--- src/rtl/at_pkg.sv ---
// Shared types for the attribute staging path: word width, stored word
// layout (data plus primitive-boundary flag) and FIFO state encoding.
package at_pkg;

    localparam int AT_WORD_W = 64;

    typedef struct packed {
        logic                 last;
        logic [AT_WORD_W-1:0] data;
    } at_word_t;

    typedef enum logic {
        AT_FIFO_RUN   = 1'b0,
        AT_FIFO_FLUSH = 1'b1
    } at_fifo_state_e;

endpackage

--- src/rtl/at_attr_ram.sv ---
// DEPTH x 65 register-file storage for the attribute FIFO: one synchronous
// write port, one asynchronous read port. Kept separate so a library RAM can replace it.
module at_attr_ram
    import at_pkg::*;
#(
    parameter int DEPTH = 8,
    parameter int AW    = 3
) (
    input  logic          gclk,
    input  logic          we,
    input  logic [AW-1:0] waddr,
    input  at_word_t      wdata,
    input  logic [AW-1:0] raddr,
    output at_word_t      rdata
);

    at_word_t mem [DEPTH];

    always_ff @(posedge gclk) begin
        if (we) begin
            mem[waddr] <= wdata;
        end
    end

    assign rdata = mem[raddr];

endmodule

--- src/rtl/at_attr_fifo.sv ---
// Attribute staging FIFO: valid/ready write side, registered read word per
// granted request, occupancy and stored-primitive counters, flush control.
//
//   state         | meaning
//   --------------+---------------------------------------------------------
//   AT_FIFO_RUN   | normal operation; writes accepted and reads granted
//   AT_FIFO_FLUSH | pointers and counters held clear; no writes, no grants
module at_attr_fifo
    import at_pkg::*;
#(
    parameter int DEPTH = 8,
    parameter int AW    = 3
) (
    input  logic                 gclk,
    input  logic                 reset,
    input  logic                 wr_valid,
    input  logic [AT_WORD_W-1:0] wr_data,
    input  logic                 wr_last,
    output logic                 wr_ready,
    input  logic                 rd_req,
    output logic [AT_WORD_W-1:0] rd_data,
    output logic                 rd_valid,
    output logic                 rd_last,
    input  logic                 flush,
    output logic [AW:0]          count,
    output logic [AW:0]          prim_cnt
);

    localparam logic [AW:0] FULL = (AW+1)'(DEPTH);

    at_fifo_state_e state;
    logic [AW-1:0]  wp;
    logic [AW-1:0]  rp;
    at_word_t       wr_word;
    at_word_t       rd_word;
    logic           accept;
    logic           grant;
    logic           prim_inc;
    logic           prim_dec;
    logic [AW:0]    count_next;
    logic [AW:0]    prim_next;

    // Ready depends only on registered state so the producer never sees rd_req ripple through.
    assign wr_ready = (count != FULL) && (state == AT_FIFO_RUN);
    assign accept   = wr_valid && wr_ready && !flush;
    assign grant    = rd_req && (count != '0) && (state == AT_FIFO_RUN) && !flush;
    assign wr_word  = '{last: wr_last, data: wr_data};
    assign prim_inc = accept && wr_last;
    assign prim_dec = grant && rd_word.last;

    at_attr_ram #(
        .DEPTH (DEPTH),
        .AW    (AW)
    ) u_ram (
        .gclk  (gclk),
        .we    (accept),
        .waddr (wp),
        .wdata (wr_word),
        .raddr (rp),
        .rdata (rd_word)
    );

    always_comb begin
        count_next = count;
        prim_next  = prim_cnt;
        case ({accept, grant})
            2'b10:   count_next = count + (AW+1)'(1);
            2'b01:   count_next = count - (AW+1)'(1);
            default: count_next = count;
        endcase
        case ({prim_inc, prim_dec})
            2'b10:   prim_next = prim_cnt + (AW+1)'(1);
            2'b01:   prim_next = prim_cnt - (AW+1)'(1);
            default: prim_next = prim_cnt;
        endcase
    end

    always_ff @(posedge gclk) begin
        if (reset) begin
            state    <= AT_FIFO_RUN;
            wp       <= '0;
            rp       <= '0;
            count    <= '0;
            prim_cnt <= '0;
            rd_data  <= '0;
            rd_last  <= 1'b0;
            rd_valid <= 1'b0;
        end else begin
            rd_valid <= grant;
            if (grant) begin
                rd_data <= rd_word.data;
                rd_last <= rd_word.last;
                rp      <= rp + AW'(1);
            end
            if (accept) begin
                wp <= wp + AW'(1);
            end
            count    <= count_next;
            prim_cnt <= prim_next;

            // Flush discards on the very edge it is seen; rd_data/rd_last keep their value.
            case (state)
                AT_FIFO_RUN: begin
                    if (flush) begin
                        state    <= AT_FIFO_FLUSH;
                        wp       <= '0;
                        rp       <= '0;
                        count    <= '0;
                        prim_cnt <= '0;
                    end
                end
                AT_FIFO_FLUSH: begin
                    wp       <= '0;
                    rp       <= '0;
                    count    <= '0;
                    prim_cnt <= '0;
                    if (!flush) begin
                        state <= AT_FIFO_RUN;
                    end
                end
                default: state <= AT_FIFO_RUN;
            endcase
        end
    end

endmodule

--- config.mk ---
export PLATFORM = sky130hd
export DESIGN_NAME = at_attr_fifo
export DESIGN_NICKNAME = d
export VERILOG_FILES = /design/src/rtl/at_pkg.sv /design/src/rtl/at_attr_ram.sv /design/src/rtl/at_attr_fifo.sv
export SDC_FILE = /design/constraint.sdc
export NUM_CORES = 1
export LEC_CHECK = 0
export ABC_AREA = 1
export BUFFER_PORTS_ARGS = -buffer_cell sky130_fd_sc_hd__clkbuf_2
export CAP_MARGIN = 20
export CORE_UTILIZATION = 40
export DETAILED_ROUTE_END_ITERATION = 10
export PLACE_DENSITY = 0.55
export SYNTH_ARGS = -nofsm -noshare
export SYNTH_HDL_FRONTEND = slang
export SYNTH_HIERARCHICAL = 1
export SYNTH_SLANG_ARGS = --single-unit
--- constraint.sdc ---
create_clock -name gclk -period 9.6 [get_ports gclk]
set_clock_uncertainty 0.15 [all_clocks]
set_input_delay 0.96 -clock gclk [delete_from_list [all_inputs] [get_ports gclk]]
set_output_delay 0.96 -clock gclk [all_outputs]
set_load 0.05 [all_outputs]
======== After elaboration in Yosys (flattened, before gate mapping) ========
Memory sizes are Yosys's and may differ from the RTL's. A register that Yosys moved wholly into a read port is not among the register bits.
Index checks and enable logic that the tools add are counted.
operators by class
  add/sub/neg operators ................... 6
  equal/unequal tests ..................... 9
  mux-type cells .......................... 17
  bitwise operators ....................... 1
  reduce and logical (&&, ||, !) cells .... 10
operators with widths
  operator             count
  $pmux 4 s2           4
  $mux 3               6
  $pmux 3 s2           2
  $add 4x1->4 const B  2
  $logic_and 1x1->1    8
  $mux 4               2
  $ne 4x2->1 const B   2
  $sub 4x1->4 const B  2
  $add 3x1->3 const B  2
  $ne 3x3->1 const B   2
  $eq 2x1->1 const B   2
  $eq 2x2->1 const B   2
  $ne 4x4->1 const B   1
  $reduce_bool 4->1    1
  $mux 1               3
  $logic_not 1->1      1
  $not 1->1            1
word-level totals
  bits in registers ....................... 81
  RAM bits ................................ 520
  bits of input ports ..................... 70
  output and inout port bits .............. 75
  logic and storage cells ................. 52
  memories kept ........................... 1
memory list
  memory     words  width  rd ports  clocked after memory_dff  write ports  line               RTL
  u_ram.mem  8      65     1         1                         1            at_attr_ram.sv:17  at_word_t mem [DEPTH];

======== Depth between registers and ports, before layout ========
Gate-level depths: netlist of run 1.
  depth in word-level cells ............... 9
  mapped depth ............................ 17
  gate-level depth less buffers ........... 16

======== By module ========
Netlist of run 1, hierarchy kept.
by module, submodules not included
  module        times used  cells each  area an instance (um^2)  seq. area each (um^2)
  at_attr_ram   1           2,265       22,658.0                 15,615.0
  at_attr_fifo  1           397         3,176.8                  1,621.6

======== Worst setup path after synthesis of run 1 ========
OpenSTA, ideal clock, no wires.
  path kind ............................... in2reg
  from .................................... input flush
  to ...................................... memory u_ram/mem[1][0] in the netlist's numbering, enable pin
  setup time .............................. 489 ps
  data arrival time ....................... 4,061 ps
  required time ........................... 8,961 ps
  path slack .............................. 4,900 ps
  stages on the path ...................... 5
  buffers on the path ..................... 0
  path through ............................ inv_1 > nand4_1 > inv_1 > nand2_1 > nor2_1
between the ends
  word-level cells in the longest chain between the ends .. 4
RTL lines
  element                       line                RTL
  from (decl)                   at_attr_fifo.sv:24  input logic flush,
  $logic_not 1->1               --
  $logic_and 1x1->1             at_attr_fifo.sv:45  assign accept = wr_valid && wr_ready && !flush;
  via accept                    at_attr_fifo.sv:36  logic accept;
  $mux 1                        at_attr_ram.sv:20   if (we) begin
  $mux 1 (not written as such)  at_attr_ram.sv:21   mem[waddr] <= wdata;
  to (decl)                     at_attr_ram.sv:17
The timed path passes the listed nets, and every way through them passes these cells.

==> results of run 1 <==
-- cells by family after synthesis --
logic type               after synthesis  share of synthesized area (%)
AND/OR/NAND/NOR                     1299                           20.4
buffers and inverters                664                           10.6
flip-flops                           601                           66.7
AO/OA/AOI/OAI                         84                           1.63
adder cells (fa/ha/maj)                9                          0.494
XOR/XNOR                               5                          0.170
-- power groups by stage --
stage / Clock [mW] / Combinational (mW) / Sequential, mW
finish: 2.45 / 0.113 / 2.86
global route: 2.60 / 0.128 / 2.86
CTS: 2.52 / 0.115 / 2.86
detailed placement: 0 / 0.115 / 2.91
global placement: 0 / 0.112 / 2.91
floorplan: 0 / 0.0487 / 2.92
-- final timing paths --
kind | slack (ps) | to | start | depth (start not counted)
setup / recovery | 5270 | prim_cnt[3] | rp[0] | 15
hold / removal | 310 | rd_data[8] | rd_data[8] | 2
setup reg to reg | 5270 | prim_cnt[3] | rp[0] | 15
hold reg to reg | 310 | rd_data[8] | rd_data[8] | 2
-- critical path, cell delays in order (launching register included) --
cell and delay (ps):
sky130_fd_sc_hd__dfxtp_4 910, sky130_fd_sc_hd__buf_4 910, sky130_fd_sc_hd__buf_4 520, sky130_fd_sc_hd__nand2_1 100, sky130_fd_sc_hd__nand3_1 90, sky130_fd_sc_hd__nand2_1 60, sky130_fd_sc_hd__nand2_1 50, sky130_fd_sc_hd__nand2_1 80
sky130_fd_sc_hd__nand2_1 90, sky130_fd_sc_hd__inv_1 60, sky130_fd_sc_hd__ha_1 270, sky130_fd_sc_hd__ha_1 350, sky130_fd_sc_hd__a21oi_1 180, sky130_fd_sc_hd__nand2_1 80, sky130_fd_sc_hd__xor2_1 150, sky130_fd_sc_hd__a21oi_1 80
-- final cells by class --
type | count | share of cell area (%)
tap | 846 | 3.61
clock inverter | 17 | 0.465
sequential | 601 | 58.9
antenna | 3 | 0.0256
timing repair buffer | 168 | 3.14
inverter | 541 | 6.96
multi-input combinational | 1397 | 20.2
clock buffer | 102 | 6.70
-- per-layer routing --
layer | GRT usage, % | vias up | part of all wire (%) | wire length, um
met1 | 24.8 | 8197 | 46 | 27900
met2 | 30.8 | 360 | 47 | 29000
li1 | - | 8541 | - | -
met4 | 6.87 | 10 | 2.4 | 1440
met3 | 3.32 | 103 | 4.6 | 2830
met5 | 0 | - | 0.11 | 66
-- state kept, by name (all words and copies together), names as in the netlist --
| signal | cells |
|---|---|
| rp | 3 |
| u_ram/mem | 520 |
| count | 4 |
| prim_cnt | 4 |
| rd_valid | 1 |
| state | 1 |
| rd_data | 64 |
| rd_last | 1 |
| wp | 3 |
-- per-stage QoR --
stage                     setup WS, ps  utilization, %  cells  instance area (um2)  hold slack [ps]
after CTS                         4700            46.1   3671                29300              312
after floorplan                   4900               -   2662                25800              307
after global placement            4690            42.8   3552                27200              300
after detailed placement          4710            42.8   3552                27200              303
after global routing              4920            46.2   3675                29300              329
final                             5270            46.2   3675                29300              310
-- placed cells by master, fill, tap and decap left out, types with 5 or more instances in the layout --
cell and n:
sky130_fd_sc_hd__ha_1 7, sky130_fd_sc_hd__clkbuf_1 25, sky130_fd_sc_hd__a21oi_1 81, sky130_fd_sc_hd__inv_1 535, sky130_fd_sc_hd__nor2_1 5, sky130_fd_sc_hd__clkinv_2 9
sky130_fd_sc_hd__nand2_1 1003, sky130_fd_sc_hd__nand3_1 267, sky130_fd_sc_hd__dfxtp_1 78, sky130_fd_sc_hd__edfxtp_1 520, sky130_fd_sc_hd__clkbuf_16 72, sky130_fd_sc_hd__clkbuf_8 5
sky130_fd_sc_hd__buf_4 23, sky130_fd_sc_hd__clkbuf_2 143, sky130_fd_sc_hd__nor2_4 10
==> results.md, run 1 <==
Clock tree:
- After clock tree synthesis, the repair step resized 0 gates.
- The maximum level of the CTS H-tree is 3.
- The total number of clock tree sinks is around 600.
- The CTS tree is yes.
- Counting along the longest clock path gives a buffer depth of 3.
- Clock-pin slew was measured on the worst setup and hold paths at 60 ps.
- The number of setup buffers added after CTS is 0.
- The root buffer cell is sky130_fd_sc_hd__clkbuf_16.
- Clock tree synthesis inserted a total of 66 buffers.
- The later pin in the worst-skew pair is clocked with a latency of 600 ps.
- Hold repair after CTS inserted 0 buffers.

Final layout:
- In the final layout, the multi-input gates occupy 5930 um2.
- In the final layout, flip-flops and latches occupy 17200 um2.
- The signed area change from the synthesized netlist to the final layout is 13.4%.
- The net count of the finished layout is 2854.
- The fill cell instance count of the final layout is 5875.
- The layout cell share with drive strength beyond 1 is 10.0%.

Global route:
- Entering global routing, the biggest net connects between 100 and 150 pins.
- The number of global-route vias before repair is 16495.
- Global routing consumed, over all layers together, about a fifth of the routing resources.
- Global routing finished with a remaining overflow of 0.
- The initial antenna violation count is 8.
- The wire length of the first global-routing pass is ~94 mm.

Floorplanning:
- The height of the die is 256 um.
- After floorplanning, the core was sized to cover 63400 um2.
- The standard-cell row count is 92.
- The die area is approximately 66000 um2.
- In this run the horizontal extent of the chip is 256 um.
- The starting density of the core is 40.7%.
- The top-level port count is 145.

Logic synthesis:
- The number of distinct library cells after synthesis is 30.
- The synthesized design contains 520 enable-type register cells.
- The top cell type's share of synthesized area is 60.4%.
- The cell type contributing the most total cell area after synthesis is sky130_fd_sc_hd__edfxtp_1.
- Dividing the synthesized area by the synthesized cell count gives 9.71 um2.
- Sequential elements use 66.7% of the synthesized area.
- The post-synthesis cell area is 25800 um2.
- For this run, the leading register cell type out of synthesis is sky130_fd_sc_hd__edfxtp_1.
- When the netlist entered floorplanning its net count stood at approximately 2700.
- Counting flops with an async set or reset pin after synthesis yields a share of 0%.
- Ranked by total cell area, the synthesized netlist is headed by sky130_fd_sc_hd__edfxtp_1 60%, sky130_fd_sc_hd__nand2_1 15%, sky130_fd_sc_hd__inv_1 7.8%.
- The register bit count reported by yosys is 601.
- Among all cell types in the netlist, the one instantiated most often is sky130_fd_sc_hd__nand2_1.
- After synthesis, the most frequently instantiated cells are 1003 x sky130_fd_sc_hd__nand2_1, 536 x sky130_fd_sc_hd__inv_1, 520 x sky130_fd_sc_hd__edfxtp_1.
- The number of cells produced by synthesis is about 2700.
- The yosys synthesis warning count is 6.

Placed design:
- The half-perimeter wire length of the detailed placement result is 31.8 mm.
- Routability-driven placement finished with a final weighted congestion of between 0.7 and 0.8.
- The port buffer count is 144.

Critical path:
- The data arrival time of the worst path is 4670 ps.
- The maximum fanout count along the critical path is 91.
- The kind of start point of the critical path is a register.
- The kind of critical path is reg2reg.
- The category of the worst setup path capture point is a register.
- The required time of the critical path is 9930 ps.

Pwr:
- Combinational logic is responsible for 2.1% of the overall power.
- For this design the ratio of total power to cell area is 185 nW/um2.
- The leakage power figure is between 10 and 15 nW.
- The switching power of the nets is 1.08 mW.
- The total power of the final layout is 5.42 mW.
- The part of the power in registers is a little over half.
- The cell-internal power is ~4.3 mW.
- IR analysis of the VDD net gives a maximum drop of 0.103 mV.
- Net switching is 19.9% of the power.
- The portion of total power attributed to the clock network is 45.2%.

Timing:
- Based on the critical path, the design can be clocked at up to about 230 MHz.
- The number of setup violations in the final report is 0.
- The shortest clock period the worst path allows after layout is 4330 ps.
- The relative max-transition margin is 31.7%.
- For the pin with the worst max-slew slack, the measured transition is between 1000 and 1500 ps.
- The total negative slack is 0 ps.
- Setup repair after global routing left no endpoint under its margin.
- The hold violation total from the final report is 0.
- The final-report max-slew violation count is 0.
- After layout, the worst path uses a little under half of the clock period.

Detailed routing:
- The detailed-routing iteration count for the pre-antenna-repair pass is 6.
- After detailed routing, the number of remaining DRC violations is 0.
- Summed over all layers, the routed wires come to 61.2 mm.
- The number of vias per cell is ~4.7.
- After the first detailed-routing iteration, the DRC count stood at between 1000 and 1500.
- The via total after detailed routing is 17211.
- The detail route stage leaves a number of antenna-violating nets equal to 0.
- Dividing the detail-routed wire length by the instance count gives 16.7 um.

Status:
- The run finished with clean final reports.

Min path:
- The class of the tightest hold or removal check is reg2reg.

Job:
- Max-cap violations in this run came to 0.
(Power assumes the default switching activity.)
==> run 2, diff against run 1 <==
ABC_AREA = 0   (was 1)
clock period = 4.1 ns   (was 9.6 ns; I/O delays follow)
==> results.md, run 2 <==
Floorplanning:
- The height of the die was 242 um (was 256 um).
- The die area is 58500 um2 (was 65600 um2).
- The standard-cell row count is 87 (was 92).
- The area of the core is 56600 um2 (was 63400 um2).
- The starting density of the core is 40.6% (was 40.7%).
- The die span in x is 242 um (was 256 um).
- The top-level port count was 145 (unchanged).

Final layout:
- Highest-count cells in the layout ignoring fill and taps: 520 x sky130_fd_sc_hd__edfxtp_1, 143 x sky130_fd_sc_hd__clkbuf_2, 130 x sky130_fd_sc_hd__mux4_2 (was 1003 x sky130_fd_sc_hd__nand2_1, 535 x sky130_fd_sc_hd__inv_1, 520 x sky130_fd_sc_hd__edfxtp_1).
- The layout cell share with drive strength beyond 1 came to 36.8% (was 10.0%).
- The net count of the finished layout was 1476 (was 2854).
- The most common cell after layout, fill and taps aside is sky130_fd_sc_hd__edfxtp_1 (was sky130_fd_sc_hd__nand2_1).
- The number of flip-flops in the largest register is 520 (unchanged).
- The final design instance area without fill was 27500 um2 (was 29300 um2).
- Biggest regs: u_ram/mem: 520 flops, rd_data: 64 flops (unchanged).
- The signed area change from the synthesized netlist to the final layout is 19.4% (was 13.4%).
- The register with the most flip-flops is u_ram/mem (unchanged).

Timing:
- The hold violation total from the final report is 0 (unchanged).
- The shortest clock period the worst path allows after layout was 3330 ps (was 4330 ps).
- The number of setup violations in the final report is 0 (unchanged).
- The fmax is 300 MHz (was 231 MHz).
- The worst hold margin is 51.4 ps (was 310 ps).
- The transition time of the tightest slew-check pin was 1050 ps (was 1020 ps).
- The final-report max-slew violation count was 0 (unchanged).
- The relative max-transition margin is 30.1% (was 31.7%).
- Setup repair after global routing missed its margin: false (unchanged).
- The final setup slack of the worst path is 767 ps (was 5270 ps).
- The fraction of the cycle the final worst path needs was 81.3% (was 45.2%).

Critical path:
- The required time of the critical path is 4170 ps (was 9930 ps).
- The data arrival time of the worst path was 3400 ps (was 4670 ps).
- The kind of critical path is reg2reg (unchanged).
- The maximum fanout count along the critical path was 44 (was 91).
- The critical register-to-register path startpoint is count[0] (was rp[0]).
- The kind of start point of the critical path is a register (unchanged).
- The reg-to-reg setup timing slack is 770 ps (was 5270 ps).
- The reg-to-reg endpoint is u_ram/mem[4][36] (was prim_cnt[3]).
- The category of the worst setup path capture point is a register (unchanged).
- The count of cells along the worst register-to-register path came to 6 (was 15).

Logic synthesis:
- Main area contributors after synthesis: sky130_fd_sc_hd__edfxtp_1 68%, sky130_fd_sc_hd__mux4_2 13%, sky130_fd_sc_hd__dfxtp_1 7.1% (was sky130_fd_sc_hd__edfxtp_1 60%, sky130_fd_sc_hd__nand2_1 15%, sky130_fd_sc_hd__inv_1 7.8%).
- The yosys synthesis warning count is 6 (unchanged).
- The post-synthesis share of cell area spent on full adders, half adders and majority gates is 0.555% (was 0.494%).
- The share of synthesized registers carrying an async set or reset was 0% (unchanged).
- The post-synthesis cell area is 23000 um2 (was 25800 um2).
- The synthesized netlist net count is 1236 (was 2741).
- The register bit count reported by yosys was 601 (unchanged).
- The top cell type's share of synthesized area is 67.9% (was 60.4%).
- The dominant synthesized flop cell is sky130_fd_sc_hd__edfxtp_1 (unchanged).
- The combinational family with the most area after synthesis is multiplexers (was simple AND/OR/NAND/NOR gates).
- The synthesized-area fraction occupied by ao, oa, aoi and oai cells was 2.57% (was 1.63%).
- The share of synthesized cell area in and, or, nand and nor gates came to 3.74% (was 20.4%).
- The number of distinct library cells after synthesis is 41 (was 30).
- The mean cell area of the mapped netlist came to 19.9 um2 (was 9.71 um2).
- The number of cells produced by synthesis is 1157 (was 2662).
- The share of cell area taken by muxes after synthesis was 16.2% (was 0%).
- The cell type contributing the most total cell area after synthesis is sky130_fd_sc_hd__edfxtp_1 (unchanged).
- The sequential-to-total area share from yosys stat is 75.0% (was 66.7%).
- The parity-gate share of the synthesized area counting xor and xnor cells was 0.267% (was 0.170%).
- The number of enable flip-flop cells after synthesis is 520 (unchanged).
- Cell types with the highest counts after synthesis: 520 x sky130_fd_sc_hd__edfxtp_1, 130 x sky130_fd_sc_hd__mux4_2, 108 x sky130_fd_sc_hd__nand2_1 (was 1003 x sky130_fd_sc_hd__nand2_1, 536 x sky130_fd_sc_hd__inv_1, 520 x sky130_fd_sc_hd__edfxtp_1).
- The leading cell type by number of instances after synthesis is sky130_fd_sc_hd__edfxtp_1 (was sky130_fd_sc_hd__nand2_1).

Clock tree:
- The clock input transition at the sequential cells of the worst setup and hold paths is 60 ps (about the same).
- The root buffer cell is sky130_fd_sc_hd__clkbuf_16 (unchanged).
- The maximum level of the CTS H-tree is 3 (unchanged).
- The total number of clock tree sinks is 601 (unchanged).
- The clock latency reported for the late side of the worst-skew pair is 600 ps (about the same).
- The post-cts resize count is 0 (unchanged).
- The number of buffers inserted during clock tree synthesis was 67 (was 66).
- The CTS tree is yes (unchanged).
- The number of setup buffers added after CTS is 0 (unchanged).
- The number of buffers on the longest clock path is 3 (unchanged).
- The total of hold buffers inserted after clock tree synthesis is 66 (was 0).

Pwr:
- The peak ir drop on the vdd network came to 0.250 mV (was 0.103 mV).
- The power density over the cells was 498 nW/um2 (was 185 nW/um2).
- The leakage power figure is 8.80 nW (was 13.0 nW).
- The total power of the final layout is 13.7 mW (was 5.42 mW).

Job:
- The number of max-cap violations came to 0 (unchanged).

Detailed routing:
- The overall routed net length came to 48.5 mm (was 61.2 mm).
- The wire length on met2 is 23.1 mm (was 29.0 mm).
- The violation count after the first detailed-routing iteration is 915 (was 1110).
- The detailed-routing iteration count for the pre-antenna-repair pass is 5 (was 6).
- The number of DRC violations after detailed routing is 0 (unchanged).
- The wire length on met1 came to 22.4 mm (was 27.9 mm).
- The wire length on met3 is 2.16 mm (was 2.83 mm).
- The number of antenna-violating nets in the routed design is 0 (unchanged).
- The uppermost layer routed is met5 (unchanged).
- The average wire length per cell after detail routing is 22.0 um (was 16.7 um).
- The number of vias per cell is 5.16 (was 4.68).
- The via total after detailed routing is 11408 (was 17211).

Global route:
- The number of global-route vias before repair is 12034 (was 16495).
- The largest net degree at the start of global routing is 104 (was 108).
- The wire length of the first global-routing pass is 74.9 mm (was 94.4 mm).
- The initial antenna violation count is 3 (was 8).
- The overall track demand over capacity in global routing is 17.0% (was 18.7%).
- The total congestion overflow is 0 (unchanged).

Placed design:
- The port buffer count is 144 (unchanged).
- The placement-stage cell area is 24600 um2 (was 27200 um2).
- The placer congestion estimate was 0.742 (was 0.777).
- The half-perimeter wire length of the detailed placement result is 25.7 mm (was 31.8 mm).
- The post-place setup slack is 808 ps (was 4710 ps).

Status:
- Result of the run: finished, final reports clean (unchanged).

Min path:
- The cell depth of the worst hold path is 3 (was 2).
- The class of the tightest hold or removal check is in2reg (was reg2reg).
- The end of the worst hold path was rp[1] (was rd_data[8]).
- The startpoint of the lowest-slack hold path is rd_req (was rd_data[8]).
run 2: worst max-delay path: stages, from the launching register on:
cell                      delay, ps
sky130_fd_sc_hd__dfxtp_1        600
sky130_fd_sc_hd__nor3_1         180
sky130_fd_sc_hd__a21oi_1        370
sky130_fd_sc_hd__nor2b_1        430
sky130_fd_sc_hd__nand2_1        330
sky130_fd_sc_hd__nor3_4         210
sky130_fd_sc_hd__buf_4          640
run 2: final cells by class:
class                           instances  area [um2]
Fill cell                            4789       29100
Sequential cell                       601       17200
Tap cell                              756         946
Antenna cell                            3        7.51
Multi-Input combinational cell        490        5440
Inverter                                3        11.3
Timing Repair Buffer                  234        1630
Clock inverter                         32         332
Clock buffer                           92        1850
run 2: kinds of logic (layout without fill, tap and decap cells):
| kind of cell | Yosys count | in the layout |
|---|---|---|
| other cells | 0 | 3 |
| simple gates | 188 | 188 |
| fa+ha+maj | 9 | 9 |
| xor+xnor | 7 | 7 |
| buf+inv | 66 | 361 |
| mux | 201 | 201 |
| compound gates | 85 | 85 |
| flops | 601 | 601 |
run 2: per-stage QoR:
step / TNS, ps / std cells / utilization [%]
finish: 0 / 2211 / 48.5
global placement: 0 / 2018 / 43.5
global route: 0 / 2210 / 48.5
CTS: 0 / 2208 / 48.5
floorplan: -409480 / 1157 / -
detailed placement: 0 / 2018 / 43.5
run 2: routing by layer:
layer,track usage [%],vias up
li1,-,5101
met1,23.9,6007
met2,26.9,234
met5,0,-
met4,5.29,2
met3,3.24,64
run 2: how the worst max path moves through the flow:
| stage | cells after the start | to | slack (ps) | startpoint |
|---|---|---|---|---|
| global placement | 6 | u_ram/mem[4][37] | 900 | count[0] |
| finish | 6 | u_ram/mem[4][36] | 770 | count[0] |
| floorplan | 5 | u_ram/mem[1][0] | -970 | count[0] |
| global route | 6 | u_ram/mem[4][36] | 610 | count[1] |
| CTS | 6 | u_ram/mem[4][36] | 790 | count[0] |
| detailed placement | 6 | u_ram/mem[4][36] | 810 | count[0] |
run 2: power by group:
group / switching [mW] / internal, mW
clock network: 2.39 / 3.56
logic: 0.565 / 0.353
registers: 0.0608 / 6.76
total: 3.02 / 10.7
==> run 3, diff against run 2 <==
ABC_AREA = 1   (was 0)
clock period = 3.4 ns   (was 4.1 ns; I/O delays follow)
==> results.md, run 3 (synthesized netlist as in run 1, its figures left out) <==
Status:
- Result of the run: finished, final reports clean (unchanged).

Timing:
- The number of setup violations in the final report was 0 (unchanged).
- The shortest clock period the worst path allows after layout was 2650 ps (was 3330 ps).
- The fmax is 378 MHz (was 300 MHz).
- The relative max-transition margin is 22.0% (was 30.1%).
- The fraction of the cycle the final worst path needs is 77.8% (was 81.3%).
- The worst hold margin came to 216 ps (was 51.4 ps).
- The transition time of the tightest slew-check pin is 1170 ps (was 1050 ps).
- The final setup slack of the worst path is 754 ps (was 767 ps).
- Setup repair after global routing missed its margin: false (unchanged).
- The hold violation total from the final report is 0 (unchanged).
- The total negative slack is 0 ps (unchanged).
- The final-report max-slew violation count was 0 (unchanged).

Critical path:
- The category of the worst setup path capture point is a register (unchanged).
- Crit-path cells: buf_4, nand2_1, nand3_1, nand2_1, nand2_1, nand2_1, nand2_1, inv_1, ha_1, ha_1, a21oi_1, nand2_1, xor2_1, a21oi_1 (was nor3_1, a21oi_1, nor2b_1, nand2_1, nor3_4, buf_4).
- The kind of critical path is reg2reg (unchanged).
- The count of cells along the worst register-to-register path is 14 (was 6).
- The data arrival time of the worst path is 3010 ps (was 3400 ps).
- The required time of the critical path is 3760 ps (was 4170 ps).
- The critical register-to-register path startpoint is rp[0] (was count[0]).
- The launching element of the worst setup path is rp[0] (was count[0]).
- The most numerous cell type found on the critical path is sky130_fd_sc_hd__nand2_1.
- The reg-to-reg setup timing slack is 750 ps (was 770 ps).
- The peak per-stage delay on the critical path is 400 ps (was 640 ps).
- The kind of start point of the critical path is a register (unchanged).
- The endpoint of the most critical setup path is prim_cnt[3] (was u_ram/mem[4][36]).
- The maximum fanout count along the critical path is 42 (was 44).
- The worst-path cell with the longest stage delay is sky130_fd_sc_hd__buf_4 (unchanged).
- The reg-to-reg endpoint is prim_cnt[3] (was u_ram/mem[4][36]).

Detailed routing:
- The violation count after the first detailed-routing iteration was 1134 (was 915).
- The number of antenna-violating nets in the routed design is 0 (unchanged).
- The wire length on met3 is 3.09 mm (was 2.16 mm).
- The overall routed net length is 61.6 mm (was 48.5 mm).
- The uppermost layer routed is met5 (unchanged).
- The number of vias per cell is 4.67 (was 5.16).
- The via total after detailed routing is 17483 (was 11408).
- The number of DRC violations after detailed routing is 0 (unchanged).
- The wire length on met1 is 28.0 mm (was 22.4 mm).
- The detailed-routing iteration count for the pre-antenna-repair pass came to 5 (unchanged).
- The average wire length per cell after detail routing is 16.5 um (was 22.0 um).
- The wire length on met2 is 29.0 mm (was 23.1 mm).

Final layout:
- The register with the most flip-flops is u_ram/mem (unchanged).
- Biggest regs: u_ram/mem: 520 flops, rd_data: 64 flops (unchanged).
- The signed area change from the synthesized netlist to the final layout is 15.7% (was 19.4%).
- The net count of the finished layout is 2922 (was 1476).
- The layout cell share with drive strength beyond 1 is 9.40% (was 36.8%).
- The most common cell after layout, fill and taps aside is sky130_fd_sc_hd__nand2_1 (was sky130_fd_sc_hd__edfxtp_1).
- The share of the core filled with cells was 47.1% (was 48.5%).
- The number of flip-flops in the largest register is 520 (unchanged).
- Highest-count cells in the layout ignoring fill and taps: 1003 x sky130_fd_sc_hd__nand2_1, 535 x sky130_fd_sc_hd__inv_1, 520 x sky130_fd_sc_hd__edfxtp_1 (was 520 x sky130_fd_sc_hd__edfxtp_1, 143 x sky130_fd_sc_hd__clkbuf_2, 130 x sky130_fd_sc_hd__mux4_2).

Clock tree:
- The post-cts resize count is 0 (unchanged).
- The number of buffers inserted during clock tree synthesis is 61 (was 67).
- The total number of clock tree sinks is 601 (unchanged).
- The maximum level of the CTS H-tree came to 2 (was 3).
- The clock input transition at the sequential cells of the worst setup and hold paths is 60 ps (about the same).
- The number of setup buffers added after CTS is 0 (unchanged).
- The CTS tree was yes (unchanged).
- The clock latency reported for the late side of the worst-skew pair was 630 ps (was 600 ps).
- The root buffer cell is sky130_fd_sc_hd__clkbuf_16 (unchanged).
- The number of buffers on the longest clock path is 3 (unchanged).

Placed design:
- The port buffer count came to 144 (unchanged).
- The half-perimeter wire length of the detailed placement result was 31.5 mm (was 25.7 mm).
- The post-place setup slack is 761 ps (was 808 ps).
- The placer congestion estimate is 0.745 (was 0.742).

Floorplanning:
- The top-level port count is 145 (unchanged).
- The die area was 65600 um2 (was 58500 um2).
- The area of the core is 63400 um2 (was 56600 um2).
- The starting density of the core came to 40.7% (was 40.6%).
- The height of the die came to 256 um (was 242 um).
- The standard-cell row count came to 92 (was 87).
- The die span in x is 256 um (was 242 um).

Pwr:
- The power density over the cells is 490 nW/um2 (was 498 nW/um2).
- The leakage power figure is 13.3 nW (was 8.80 nW).
- The peak ir drop on the vdd network is 0.433 mV (was 0.250 mV).
- The total power of the final layout was 14.6 mW (was 13.7 mW).

Global route:
- The wire length of the first global-routing pass came to 96.0 mm (was 74.9 mm).
- The number of global-route vias before repair is 16744 (was 12034).
- The initial antenna violation count is 6 (was 3).
- The largest net degree at the start of global routing is 221 (was 104).
- The total congestion overflow is 0 (unchanged).
- The overall track demand over capacity in global routing was 18.8% (was 17.0%).

Job:
- The number of max-cap violations is 0 (unchanged).

Min path:
- The class of the tightest hold or removal check was in2reg (unchanged).
## run 3: changes by cell type in the layout (fill, tap and decap cells not counted), moves of 29 or more
cell	delta
sky130_fd_sc_hd__nand3_1	+264
sky130_fd_sc_hd__mux2_2	-65
sky130_fd_sc_hd__a21oi_2	-30
sky130_fd_sc_hd__a21oi_1	+37
sky130_fd_sc_hd__mux4_2	-130
sky130_fd_sc_hd__nand2_2	-29
sky130_fd_sc_hd__inv_1	+532
sky130_fd_sc_hd__nand2_1	+895
## run 3: worst min path at each step
| stage | start | depth (start not counted) | slack (ps) | end |
|---|---|---|---|---|
| floorplan | wr_data[0] | 0 | 290 | u_ram/mem[0][0] |
| finish | reset | 3 | 220 | rd_data[34] |
| detailed placement | rd_data[28] | 2 | 300 | rd_data[28] |
| global route | reset | 3 | 220 | rd_data[48] |
| CTS | reset | 3 | 170 | rd_data[34] |
| global placement | rd_data[53] | 2 | 300 | rd_data[53] |
## run 3: layout make-up
class / count / area (um2)
Timing Repair Buffer: 241 / 1790
Sequential cell: 601 / 17200
Inverter: 541 / 2040
Tap cell: 846 / 1060
Fill cell: 5881 / 33500
Multi-Input combinational cell: 1397 / 5930
Clock buffer: 92 / 1680
Antenna cell: 1 / 2.50
Clock inverter: 22 / 144
## run 3: metrics by stage
step / instance area, um2 / instances
floorplan: 25900 / 2662
global placement: 27400 / 3558
detailed placement: 27400 / 3558
CTS: 29900 / 3740
global route: 29900 / 3741
finish: 29900 / 3741
## run 3: critical path: cells and delay by family, from the launching register on
family,cells,cell delay (ps)
compound gates,2,240
xor+xnor,1,150
fa+ha+maj,2,600
buf+inv,2,450
flops,1,360
simple gates,7,580
## run 3: where the power goes
part / internal, mW / total [mW] / switching [mW]
clock: 3.47 / 6.18 / 2.71
combinational: 0.134 / 0.395 / 0.260
sequential: 8.05 / 8.06 / 0.0131
## run 3: repair_timing
item                       4_1_cts  5_1_grt
hold endpoints to repair       529        0
hold buffers                    68        0
setup endpoints to repair        0        0
## run 3: routing by layer
layer	global-route usage, %	up-vias
met1	25.1	8342
met3	3.52	103
li1	-	8664
met4	5.01	10
met5	0	-
met2	31.2	364
